File: src/rtl/divisor_pkg.sv
// Shared types and helpers for the sequential restoring divider.
// No timing behaviour of its own. No handshake.
// DIVISOR_SIGNED_EN is the only user of mag_c2.
package divisor_pkg;

    typedef enum logic [1:0] {
        IDLE = 2'd0,
        CALC = 2'd1,
        HOLD = 2'd2
    } state_t;

    // Divide-by-zero quotient; sliced down to the operand width at the use site.
    localparam logic [31:0] DIV_ZERO_Q = 32'hFFFF_FFFF;

    // Two's-complement magnitude when neg is set; the caller truncates to its width.
    function automatic logic [31:0] mag_c2(input logic [31:0] v, input logic neg);
        return neg ? (~v + 32'd1) : v;
    endfunction

endpackage

File: src/rtl/divisor_paso.sv
// One restoring division step: shift in the next dividend bit and try to subtract B.
// Latency: purely combinational.
// Backpressure: none; the caller decides when the step is registered.
module divisor_paso #(
    parameter int WIDTH = 8
) (
    input  logic [WIDTH-1:0] p,
    input  logic             q_msb,
    input  logic [WIDTH-1:0] b,
    output logic [WIDTH-1:0] p_next,
    output logic             q_bit
);

    logic [WIDTH:0] shifted;
    logic [WIDTH:0] trial;

    // P < B always holds, so the trial value's top bit is a clean borrow flag.
    always_comb begin
        shifted = {p, q_msb};
        trial   = shifted - {1'b0, b};
        q_bit   = ~trial[WIDTH];
        p_next  = q_bit ? trial[WIDTH-1:0] : shifted[WIDTH-1:0];
    end

endmodule

File: src/rtl/divisor_secuencial_n.sv
// Sequential restoring divider, one quotient bit per clk; DIVISOR_SIGNED_EN adds signed mode.
// Latency: WIDTH+1 edges from operand acceptance to res_valid (1 edge for divide-by-zero).
// Backpressure: op_ready only in IDLE; result held in HOLD until res_ready.
module divisor_secuencial_n
    import divisor_pkg::*;
#(
    parameter int WIDTH = 8
) (
    input  logic             clk,
    input  logic             rst,
    input  logic             op_valid,
    output logic             op_ready,
    input  logic [WIDTH-1:0] a_in,
    input  logic [WIDTH-1:0] b_in,
    output logic             res_valid,
    input  logic             res_ready,
    output logic [WIDTH-1:0] q_out,
    output logic [WIDTH-1:0] r_out,
    output logic             div_zero,
`ifdef DIVISOR_SIGNED_EN
    input  logic             signed_mode,
    output logic             ovf,
`endif
    output logic             busy
);

    localparam int CNT_W = $clog2(WIDTH + 1);

    state_t           state, state_nxt;
    logic [WIDTH-1:0] q_reg;
    logic [WIDTH-1:0] p_reg;
    logic [WIDTH-1:0] b_reg;
    logic [CNT_W-1:0] cnt;
    logic [WIDTH-1:0] q_res;
    logic [WIDTH-1:0] r_res;
    logic             div_zero_r;

    logic [WIDTH-1:0] step_p;
    logic             step_q;
    logic [WIDTH-1:0] q_fin;
    logic [WIDTH-1:0] r_fin;
    logic [WIDTH-1:0] a_load;
    logic [WIDTH-1:0] b_load;
    logic             accept;
    logic             last_step;

`ifdef DIVISOR_SIGNED_EN
    localparam logic [WIDTH-1:0] MIN_NEG = {1'b1, {(WIDTH-1){1'b0}}};
    logic neg_q_r;
    logic neg_r_r;
    logic ovf_r;
`endif

    divisor_paso #(.WIDTH(WIDTH)) u_paso (
        .p      (p_reg),
        .q_msb  (q_reg[WIDTH-1]),
        .b      (b_reg),
        .p_next (step_p),
        .q_bit  (step_q)
    );

    assign accept    = op_valid && op_ready;
    assign last_step = (cnt == CNT_W'(1));

    always_ff @(posedge clk) begin
        if (!rst) begin
            state <= IDLE;
        end else begin
            state <= state_nxt;
        end
    end

    always_comb begin
        state_nxt = state;
        case (state)
            IDLE: if (op_valid) state_nxt = (b_in == '0) ? HOLD : CALC;
            CALC: if (last_step) state_nxt = HOLD;
            HOLD: if (res_ready) state_nxt = IDLE;
            default: state_nxt = IDLE;
        endcase
    end

    always_comb begin
        op_ready  = (state == IDLE);
        busy      = (state == CALC);
        res_valid = (state == HOLD);
    end

    // Operand magnitudes at load and sign fix-up on the last step; identity when unsigned.
    always_comb begin
`ifdef DIVISOR_SIGNED_EN
        a_load = WIDTH'(mag_c2(32'(a_in), signed_mode & a_in[WIDTH-1]));
        b_load = WIDTH'(mag_c2(32'(b_in), signed_mode & b_in[WIDTH-1]));
        q_fin  = WIDTH'(mag_c2(32'({q_reg[WIDTH-2:0], step_q}), neg_q_r));
        r_fin  = WIDTH'(mag_c2(32'(step_p), neg_r_r));
`else
        a_load = a_in;
        b_load = b_in;
        q_fin  = {q_reg[WIDTH-2:0], step_q};
        r_fin  = step_p;
`endif
    end

    always_ff @(posedge clk) begin
        if (!rst) begin
            q_reg      <= '0;
            p_reg      <= '0;
            b_reg      <= '0;
            cnt        <= '0;
            q_res      <= '0;
            r_res      <= '0;
            div_zero_r <= 1'b0;
`ifdef DIVISOR_SIGNED_EN
            neg_q_r    <= 1'b0;
            neg_r_r    <= 1'b0;
            ovf_r      <= 1'b0;
`endif
        end else begin
            case (state)
                IDLE: begin
                    if (accept) begin
                        q_reg      <= a_load;
                        b_reg      <= b_load;
                        p_reg      <= '0;
                        cnt        <= CNT_W'(WIDTH);
                        div_zero_r <= (b_in == '0);
`ifdef DIVISOR_SIGNED_EN
                        neg_q_r    <= signed_mode & (a_in[WIDTH-1] ^ b_in[WIDTH-1]);
                        neg_r_r    <= signed_mode & a_in[WIDTH-1];
                        ovf_r      <= signed_mode && (a_in == MIN_NEG) && (b_in == '1);
`endif
                        if (b_in == '0) begin
                            q_res <= DIV_ZERO_Q[WIDTH-1:0];
                            r_res <= a_in;
                        end
                    end
                end
                CALC: begin
                    p_reg <= step_p;
                    q_reg <= {q_reg[WIDTH-2:0], step_q};
                    cnt   <= cnt - CNT_W'(1);
                    if (last_step) begin
                        q_res <= q_fin;
                        r_res <= r_fin;
                    end
                end
                HOLD: begin
                    if (res_ready) begin
                        div_zero_r <= 1'b0;
`ifdef DIVISOR_SIGNED_EN
                        ovf_r      <= 1'b0;
`endif
                    end
                end
                default: ;
            endcase
        end
    end

    assign q_out    = q_res;
    assign r_out    = r_res;
    assign div_zero = div_zero_r;
`ifdef DIVISOR_SIGNED_EN
    assign ovf      = ovf_r;
`endif

endmodule
File: config.mk
export PLATFORM = sky130hd
export DESIGN_NAME = divisor_secuencial_n
export DESIGN_NICKNAME = d
export VERILOG_FILES = /design/src/rtl/divisor_pkg.sv /design/src/rtl/divisor_paso.sv /design/src/rtl/divisor_secuencial_n.sv
export SDC_FILE = /design/constraint.sdc
export NUM_CORES = 1
export LEC_CHECK = 0
export CAP_MARGIN = 20
export CORE_MARGIN = 2
export CORE_UTILIZATION = 54
export DETAILED_ROUTE_END_ITERATION = 16
export GPL_TIMING_DRIVEN = 0
export PLACE_DENSITY_LB_ADDON = 0.15
export SETUP_SLACK_MARGIN = 0.02
export SLEW_MARGIN = 25
export SYNTH_ARGS = -nofsm -noshare
export SYNTH_HDL_FRONTEND = slang
export SYNTH_SLANG_ARGS = --single-unit
File: constraint.sdc
create_clock -name clk -period 2.95 [get_ports clk]
set_clock_uncertainty 0.05 [all_clocks]
set_input_delay 0.59 -clock clk [delete_from_list [all_inputs] [get_ports clk]]
set_output_delay 0.59 -clock clk [all_outputs]
set_load 0.05 [all_outputs]
# Yosys cells after proc, flatten, opt, wreduce, memory -nomap -nowiden
# Cells that the tools add are included.
# word_totals
reg_bits	47
input_bits	20
out_inout_bits	20
wordCells	52
# classes
add_sub_neg	2
n_eq_ne	8
n_mux	23
n_bitwise	1
reduce_logical	10
# ops
operator	count
8-bit two-way mux	9
8-bit case mux with 2 select lines	4
9-bit by 8-bit subtractor with 9-bit output	1
8-bit logical NOT	1
2-bit two-way mux	4
2-bit by 1-bit != test with 1-bit output (second input constant)	4
4-bit case mux with 2 select lines	1
2-bit case mux with 3 select lines	1
3-bit AND reduction	2
4-bit by 1-bit == test with 1-bit output (second input constant)	1
4-bit two-way mux	1
2-bit AND reduction	2
4-bit AND reduction	1
2-bit nonzero test	2
4-bit by 1-bit subtractor with 4-bit output (second input constant)	1
2-bit by 1-bit == test with 1-bit output (second input constant)	1
2-bit == test (second input constant)	1
2-bit logical NOT	1
1-bit two-way mux	2
2-bit != test (second input constant)	1
1-bit case mux with 2 select lines	1
1-bit logical AND	1
1-bit inverter	1

# Depth between registers and ports, before layout
# Gate-level depths: netlist (run 1).
# logic_depth
word_depth	4
ltp_mapped	10
depth_no_buf	9

# Modules after synthesis
# Synthesis (run 1) repeated with hierarchy kept, for this count alone.
# unflattened
hier_cells	280
hier_area_um2	2436.1
# by_module_without_submodules
mod	n_inst	cells_per_inst	area_each_um2	seq_area_each_um2
divisor_secuencial_n	1	222	1950.6	940.9
divisor_paso	1	58	485.5	0.0

# Least setup slack after synthesis (run 1)
# OpenSTA, ideal clock, no wires.
# synth_path
path_kind	flip-flop to flip-flop
startpoint	reg q_reg[7]
endpoint	reg r_res[1] (netlist: r_out[1])
arrival_time_ns	2.333
t_required_ns	2.826
slack_ns	0.493
stages_incl_launch_ff	11
path_buffers	1
period_less_slack_ns	2.457
cell_sequence	dfxtp_1 -> inv_1 -> ha_1 -> inv_1 -> fa_1 -> a211oi_1 -> o211a_1 -> o211a_1 -> buf_2 -> mux2_1 -> a31oi_1
# synth_via
elab_chain_len	4
# synth_rtl
element	line_no	source
from (decl)	divisor_secuencial_n.sv:30	logic [WIDTH-1:0] q_reg;
from (signal assigned)	divisor_secuencial_n.sv:122	q_reg <= a_load;
from (signal assigned)	divisor_secuencial_n.sv:140	q_reg <= {q_reg[WIDTH-2:0], step_q};
9-bit by 8-bit subtractor with 9-bit output	divisor_paso.sv:20	trial = shifted - {1'b0, b};
8-bit two-way mux	divisor_paso.sv:22	p_next = q_bit ? trial[WIDTH-1:0] : shifted[WIDTH-1:0];
8-bit two-way mux	divisor_secuencial_n.sv:142	if (last_step) begin
8-bit case mux with 2 select lines	divisor_secuencial_n.sv:119	case (state)
to (signal assigned)	divisor_secuencial_n.sv:134	r_res <= a_in;
to (signal assigned)	divisor_secuencial_n.sv:144	r_res <= r_fin;
to (decl)	divisor_secuencial_n.sv:35	logic [WIDTH-1:0] r_res;
# Every way passes these cells. The select of a mux whose other input is x is not followed.
# A chain may end at the register's enable or synchronous reset.

# Final worst setup path (run 1)
# Ends and elaborated chain as after synthesis.

==> results.tsv, run 1 <==
stage	metric	value	unit
outcome	outcome	finished, final reports clean	
clock_network	CTS Hold Bufs	0	
synthesis	Syn Area/Cell	7.75	um2
place	routability cong.	0.846	
synthesis	ys async rst share	0	
power	Leak	0.00116	uW
place	Port-buffer cells	39	
die	die area	5290	um2
power	Final Total Pwr	2030	uW
worst_setup_path	Buf+Inv Stages, Crit Path	3	
grt	most used routing layer	met2	
finish	post-route cell area	3130	um2
timing	worst setup margin	0.273	ns
grt	met1 usage	0.380	
grt	first-pass GRT wire length	10800	um
timing	final slew viol count	0	
clock_network	Root Buffer Master	clkbuf_8	
worst_setup_path	critical path peak fanout	9	
worst_setup_path	Top delay family on crit path	compound AO/OA/AOI/OAI gates	
synthesis	Synth area leaders	dfxtp_1 (37%), nand2_1 (8.2%), a21oi_1 (5.7%)	
worst_setup_path	startpoint types	register	
synthesis	Syn Inst Count	329	
die	die width	72.7	um
worst_setup_path	CP max stage cell	fa_1	
die	row cnt	25	
finish	number of diodes	0	
grt	GR Overflow Total	0	
grt	grt met2 use	0.399	
grt	met3 GRT Util	0.0442	
timing	RSZ-0062 raised after global routing	no	
clock_network	# resized after CTS	3	
synthesis	Top FF cell, synth	dfxtp_1	
place	Placed Area	3010	um2
timing	WHS	0.408	ns
synthesis	post-synth top area share	0.369	
routing	post-route ant nets	0	
place	DP Wirelength	4970	um
routing	number of remaining DRC errors	0	
synthesis	Ys Warns	0	
worst_hold_path	hold crit path type	register to register	
finish	fillcell total	388	
synthesis	Seq cells post-synth	47	
routing	initial DRC count	205	
routing	per-cell routed wire length	15.2	um
finish	share of post-route cells with drive strength above 1	0.0560	
power	VDD IR max	358	uV
synthesis	Seq/Total Area, Yosys	0.369	
clock_network	clk slew on worst S/H paths	0.10	ns
routing	final wirelength	6520	um
timing	slew margin rel.	0.573	
timing	Fin. Hold Viols	0	
clock_network	worst-case clock buffer depth	2	
synthesis	Post-synth top cells	nand2_1 (56), dfxtp_1 (47), a21oi_1 (29)	
worst_setup_path	Worst path max stage delay	0.42	ns
grt	antenna violations before repair	0	
clock_network	Clock Latency Late Sink	0.31	ns
worst_setup_path	crit end category	register	
timing	# setup viols final	0	
grt	vias in the first global route	2262	
worst_setup_path	CP arrival	2.87	ns
routing	DRT Pass-1 Iters	5	
timing	Slew @ Worst Pin	0.637	ns
synthesis	syn nets	360	
synthesis	count leader, synth	nand2_1	
clock_network	CTS tree	built	
finish	area delta synth->final	22.6	%
clock_network	Sink Count	47	
synthesis	area leader, netlist	dfxtp_1	
worst_setup_path	WP data required	3.14	ns
timing	Final Cycle Share	0.907	
die	top-level I/O count	40	
clock_network	number of buffers created by CTS	5	
worst_setup_path	R2R Setup Slk	0.27	ns
routing	via density per instance	5.74	
die	CORE AREA	4630	um2
worst_setup_path	Crit Path Category	register to register	
power	Power Dens Cells	651	nW/um2
clock_network	H-tree depth reported by CTS	2	
worst_setup_path	CP cell instances	inv_1 -> ha_1 -> inv_1 -> fa_1 -> a211oi_2 -> o211a_1 -> o211a_1 -> buf_2 -> mux2_1 -> a31oi_1	
synthesis	Mapped Area	2550	um2
finish	Final #Nets	405	
place	pre-CTS setup slack	-0.0108	ns
timing	min Tclk post-route	2.68	ns
finish	Seq. cell area	941	um2
clock_network	setup bufs post-CTS	0	
synthesis	Post-synth EDFFs	0	
synthesis	Distinct cells, synth	51	
die	Die Y	72.7	um
grt	largest net degree at the start of global routing	17	
die	Initial Util	0.551	
timing	FMAX	374	MHz
routing	DR vias	2463	
job	Max Cap Viol	0	
grt	GRT Total Usage	0.261	
finish	footprint of the multi-input gates	1460	um2
-- tightest hold or removal path, delay by kind of cell, from the launching register on --
| family | cells | cell delay, ns |
|---|---|---|
| AND/OR/NAND/NOR | 1 | 0.05 |
| flip-flops | 1 | 0.32 |
| AO/OA/AOI/OAI | 1 | 0.05 |
-- worst paths after layout --
path	cells after the start	endpoint	startpoint
worst max-delay path	10	r_out[1]	q_reg[7]
worst max register to register	10	r_out[1]	q_reg[7]
worst min-delay path	2	b_reg[5]	b_reg[5]
worst min register to register	2	b_reg[5]	b_reg[5]
-- through the flow --
step	cells	util	setup TNS [ns]
after floorplan	329	-	0
after global placement	422	0.650	0
after global routing	429	0.675	0
after detailed placement	422	0.650	-0.0108
final	429	0.675	0
after CTS	430	0.675	0
-- power by group --
part           leakage [uW]  switching, uW  internal [uW]
sequential         0.000385           53.6            704
combinational      0.000722            483            294
clock             0.0000548            243            256
-- kinds of logic (layout without fill, tap and decap cells) --
group	after synthesis	in the layout	share of synthesized area
adder cells (fa/ha/maj)	11	11	0.0569
AND/OR/NAND/NOR	127	127	0.225
XOR/XNOR	4	4	0.0137
buffers and inverters	36	82	0.0603
flip-flops	47	47	0.369
AO/OA/AOI/OAI	99	99	0.255
multiplexers	5	5	0.0206
-- layout make-up --
class                      instances  area share
clock buffer                       5      0.0220
clock inverter                     3      0.0148
timing repair buffer              39       0.125
multi-input combinational        246       0.467
tap                               54      0.0216
buffer                            17      0.0264
sequential                        47       0.301
inverter                          18      0.0216
-- per-layer routing --
layer  part of all wire  up-vias
li1                   -     1257
met4              0.013        0
met3              0.051        9
met5                  0        -
met2               0.45       70
met1               0.48     1127
-- layout by cell type, fill, tap and decap left out, types with 6 or more instances in the layout --
cell,netlist,layout
a311oi_1,7,7
o21ai_0,22,22
clkdlybuf4s50_1,0,38
clkbuf_1,11,11
a31oi_1,8,8
a21oi_1,29,29
nand2_1,56,56
dfxtp_1,47,47
ha_1,10,10
nor3_1,17,17
nand2b_1,6,6
inv_1,17,17
o211ai_1,7,7
nor2_1,28,28
No activity file was read; power rests on OpenSTA's default activity.
==> run 2: changes to the inputs <==
--- a/config.mk
+++ b/config.mk
@@ -9,6 +9,7 @@
 export CORE_MARGIN = 2
 export CORE_UTILIZATION = 54
 export DETAILED_ROUTE_END_ITERATION = 16
+export GPL_ROUTABILITY_DRIVEN = 0
 export GPL_TIMING_DRIVEN = 0
 export PLACE_DENSITY_LB_ADDON = 0.15
 export SETUP_SLACK_MARGIN = 0.02
==> results of run 2 <==
No change in the layout: final DEF, timing and power equal those of run 1.
